===== config.mk =====
export PLATFORM = sky130hd
export DESIGN_NAME = encoder_16x4_seq
export DESIGN_NICKNAME = d
export VERILOG_FILES = /design/src/rtl/encoder_16x4_seq_pkg.sv /design/src/rtl/encoder_16x4_seq_prienc.sv /design/src/rtl/encoder_16x4_seq.sv
export SDC_FILE = /design/constraint.sdc
export NUM_CORES = 1
export LEC_CHECK = 0
export ABC_AREA = 1
export BUFFER_PORTS_ARGS = -buffer_cell sky130_fd_sc_hd__buf_4
export CAP_MARGIN = 20
export CORE_MARGIN = 5
export CORE_UTILIZATION = 61
export DETAILED_ROUTE_END_ITERATION = 12
export GPL_ROUTABILITY_DRIVEN = 1
export GPL_TIMING_DRIVEN = 0
export PLACE_DENSITY = 0.89
export SLEW_MARGIN = 30
export SYNTH_ARGS = -nofsm -noshare
export SYNTH_HDL_FRONTEND = slang
export SYNTH_SLANG_ARGS = --single-unit

===== constraint.sdc =====
create_clock -name clk_i -period 6.9 [get_ports clk_i]
set_clock_uncertainty 0.05 [all_clocks]
set_input_delay 0.69 -clock clk_i [delete_from_list [all_inputs] [get_ports clk_i]]
set_output_delay 0.69 -clock clk_i [all_outputs]
set_load 0.02 [all_outputs]

===== src/rtl/encoder_16x4_seq_pkg.sv =====
// Shared constants, state encoding and helpers for the sequential 16-to-4 encoder.
//   N  : number of request lines
//   W  : code width, log2(N)
//   CW : pending-count width, wide enough to hold N
package encoder_16x4_seq_pkg;

  localparam int unsigned N  = 16;
  localparam int unsigned W  = 4;
  localparam int unsigned CW = 5;

  typedef enum logic {
    StIdle = 1'b0,
    StScan = 1'b1
  } state_e;

  // Number of set bits in a request word.
  function automatic logic [CW-1:0] popcount16(input logic [N-1:0] v);
    logic [CW-1:0] c;
    c = '0;
    for (int i = 0; i < N; i++) begin
      c = c + CW'(v[i]);
    end
    return c;
  endfunction

endpackage


===== src/rtl/encoder_16x4_seq_prienc.sv =====
// Combinational 16-to-4 priority encoder; the highest set index wins.
// Ports:
//   req_i : request word
//   idx_o : index of the highest set bit (0 when req_i is empty)
//   any_o : at least one bit of req_i is set
module priority_encoder_16x4
  import encoder_16x4_seq_pkg::*;
(
  input  logic [N-1:0] req_i,
  output logic [W-1:0] idx_o,
  output logic         any_o
);

  // Ascending scan: a later (higher) set bit overwrites an earlier one.
  always_comb begin
    idx_o = '0;
    any_o = 1'b0;
    for (int i = 0; i < N; i++) begin
      if (req_i[i]) begin
        idx_o = W'(i);
        any_o = 1'b1;
      end
    end
  end

endmodule


===== src/rtl/encoder_16x4_seq.sv =====
// Sequential 16-to-4 priority encoder. Captures a request word in idle, then emits the
// index of each set bit, highest first, one per valid/ready handshake. A one-cycle done
// pulse follows the last handshake (or an empty load).
// Ports:
//   clk_i    : rising-edge clock
//   reset_i  : synchronous active-high reset
//   load_i   : capture d_i when idle
//   d_i      : request lines, d_i[15] has highest priority
//   ready_i  : consumer accepts the current code
//   code_o   : index of highest pending bit (0 when not valid)
//   valid_o  : code_o is meaningful
//   busy_o   : pending word non-empty
//   count_o  : number of pending bits, 0..16
//   done_o   : one-cycle pulse at end of word
module encoder_16x4_seq
  import encoder_16x4_seq_pkg::*;
(
  input  logic          clk_i,
  input  logic          reset_i,
  input  logic          load_i,
  input  logic [N-1:0]  d_i,
  input  logic          ready_i,
  output logic [W-1:0]  code_o,
  output logic          valid_o,
  output logic          busy_o,
  output logic [CW-1:0] count_o,
  output logic          done_o
);

  state_e        state_q, state_d;
  logic [N-1:0]  pending_q, pending_d;
  logic [CW-1:0] count_q, count_d;
  logic          done_q, done_d;

  logic [W-1:0]  top_idx;
  logic          top_any;
  logic          scanning;

  priority_encoder_16x4 u_prienc (
    .req_i (pending_q),
    .idx_o (top_idx),
    .any_o (top_any)
  );

  assign scanning = (state_q == StScan);

  always_comb begin
    state_d   = state_q;
    pending_d = pending_q;
    count_d   = count_q;
    done_d    = 1'b0;
    unique case (state_q)
      StIdle: begin
        if (load_i) begin
          if (d_i != '0) begin
            pending_d = d_i;
            count_d   = popcount16(d_i);
            state_d   = StScan;
          end else begin
            done_d = 1'b1;
          end
        end
      end
      StScan: begin
        // load_i is deliberately ignored here, even on the final handshake.
        if (ready_i) begin
          pending_d = pending_q & ~(N'(1) << top_idx);
          count_d   = count_q - CW'(1);
          if (count_q == CW'(1)) begin
            state_d = StIdle;
            done_d  = 1'b1;
          end
        end
      end
      default: state_d = StIdle;
    endcase
  end

  always_ff @(posedge clk_i) begin
    if (reset_i) begin
      state_q   <= StIdle;
      pending_q <= '0;
      count_q   <= '0;
      done_q    <= 1'b0;
    end else begin
      state_q   <= state_d;
      pending_q <= pending_d;
      count_q   <= count_d;
      done_q    <= done_d;
    end
  end

  // All outputs come straight from registered state; nothing depends on d_i.
  assign valid_o = scanning;
  assign busy_o  = scanning;
  assign code_o  = (scanning && top_any) ? top_idx : '0;
  assign count_o = count_q;
  assign done_o  = done_q;

endmodule

==> summary.txt <==
Max H-tree Level - 1
Syn. warnings - 0
Seq/Total Area, Yosys - 24.1%
DR vias/cell - 5.64
Cell row count - 20
Starting density of the core - 63.1%
Fmax - 257 MHz
Slew @ Worst Pin - 0.435 ns
FFs w/ async S/R, synth - 0%
Synth unique cells - 33
CTS Buf Count - 3
Post-synth EDFFs - 0
# clock sinks - 23
Number of antenna violations at the first check in global routing - 0
Ports - 32
Unrepaired setup endpoints after global routing - false
Most common cell after layout, fill and taps aside - inv_1
Clock tree root driver cell - clkbuf_4
Post-CTS sizing - 0
Final net count - 341
Startpoint types - primary input
Commonest non-fill, non-tap cells in the layout - 43 x inv_1, 40 x nand2_1, 35 x a21oi_1
GP Congestion - 0.931
HPWL after DPL - 4.12 mm
R2R setup slack - 5.13 ns
Avg WL per Cell - 14.7 um
Total track usage - 25.7%
Synth Flop Type - dfxtp_1
IO buf count - 31
DRT Pass-1 Iters - 7
Arr. time, crit path - 4.04 ns
# diodes - 0
First-pass GRT wire length - 8.67 mm
Max IR drop VDD - 0.167 mV
Vias post-DR - 1950
Critical path endpoint category - register
Vias in the first global route - 1937
Hold slack - 0.449 ns
Tcrit/Tclk final - 56.4%
Core box area - 3030 um^2
CTS tree - yes
Static leakage - 0.00103 uW
Status - finished clean
Setup TNS - 0 ns
Total power - 554 uW
Remaining DRCs - 0
Max Cap Viol - 0
Max clock buf depth - 2
Relative slew slack - 71.0%
Area grow syn2layout - 16.4%
Cells after synthesis - 267
Setup Fix Bufs, Post-CTS - 0
Worst path required time - 7.05 ns
Hold buffer count at cts - 0
Reg clk slew, reported paths - 0.12 ns
Setup violators final - 0
Final hold vios - 0
Setup Crit Path Kind - in -> reg
Synthesized flop and latch total - 23
Drt initial violations - 190
Largest net degree at the start of global routing - 13
Total die area - 4350 um^2
Die Wd - 65.9 um
GRT Residual Overflow - 0
Hold Path Class - reg -> reg
Synthesized area - 1910 um^2
Final ANT Viol Nets - 0
Die H - 65.9 um
Max-slew violations - 0
Total Wirelength - 5.10 mm
Clock Latency Late Sink - 0.33 ns
Syn Nets - 305
CP max FO - 3
Share of post-route cells with drive strength above 1 - 20.5%
Crit path time final - 3.89 ns
Synthesized area per cell - 7.15 um^2
Pwr Density - 249 nW/um^2
## per-stage QoR
step | area, um^2 | util [%] | setup slack [ns] | cells
6_report | 2220 | 73.4 | 3.01 | 346
5_1_grt | 2220 | 73.4 | 2.87 | 346
4_1_cts | 2220 | 73.4 | 3.01 | 346
3_5_place_dp | 2200 | 72.6 | 2.69 | 342
3_3_place_gp | 2200 | 72.6 | 2.69 | 342
2_1_floorplan | 1910 | - | 3.01 | 267
## sequential cells by signal, summed over array words and instances (netlist names)
signal,cells
pending_q,16
count_o,5
busy_o,1
done_o,1
## power by group
group	internal, uW	switching (uW)	total (uW)
combinational	125	194	319
sequential	151	17.0	167
clock	22.7	44.9	67.6
## final timing paths
kind | startpoint | end | cells past startpoint
hold / removal | pending_q[13]$_SDFFE_PP0P_ | pending_q[13]$_SDFFE_PP0P_ | 2
setup / recovery | d_i[0] | count_o[4]$_SDFFE_PP0P_ | 13
setup reg to reg | pending_q[4]$_SDFFE_PP0P_ | pending_q[12]$_SDFFE_PP0P_ | 13
hold reg to reg | pending_q[13]$_SDFFE_PP0P_ | pending_q[13]$_SDFFE_PP0P_ | 2
## synth_stat cells (7+ instances only)
library cell / count / share of area, %
nand3_1: 23 / 6.0
fa_1: 10 / 10
nand4_1: 7 / 2.3
dfxtp_1: 23 / 24
o21ai_0: 20 / 5.2
nor2_1: 10 / 2.0
ha_1: 8 / 5.2
inv_1: 43 / 8.5
a21oi_1: 35 / 9.2
nand2_1: 40 / 7.9
## area by class of cell
class                      count  area [um^2]
tap                           44         55.1
inverter                      48          181
fill                         249          805
clock buffer                   4         26.3
sequential                    23          460
multi-input combinational    187         1220
timing repair buffer          31          233
buffer                         9         50.0
## kinds of logic after synthesis
| kind of cell | count (synthesis) | synth area share, % |
|---|---|---|
| buffers and inverters | 57 | 12.1 |
| xor gates and xnor gates | 2 | 0.918 |
| adders and majority gates | 18 | 15.7 |
| AOI/OAI and AO/OA | 67 | 19.4 |
| and+or+nand+nor | 100 | 27.7 |
| DFF | 23 | 24.1 |
## critical path, stage by stage
cell and delay [ns]:
buf_4 0.12, fa_1 0.53, inv_1 0.05, fa_1 0.52, fa_1 0.43, fa_1 0.49, inv_1 0.07, ha_1 0.21
fa_1 0.41, a21oi_1 0.16, nor3_1 0.08, a31oi_1 0.17, a21oi_1 0.09
## layer usage
metal / part of all wire, % / vias to the layer above / wire length [um] / global-route usage [%]
met5: 0 / - / 0 / 0
met4: 2.8 / 0 / 144 / 6.09
met3: 6.8 / 15 / 347 / 4.93
met2: 48 / 89 / 2450 / 44.4
met1: 42 / 890 / 2160 / 33.0
li1: - / 956 / - / -
(Power assumes the default switching activity.)
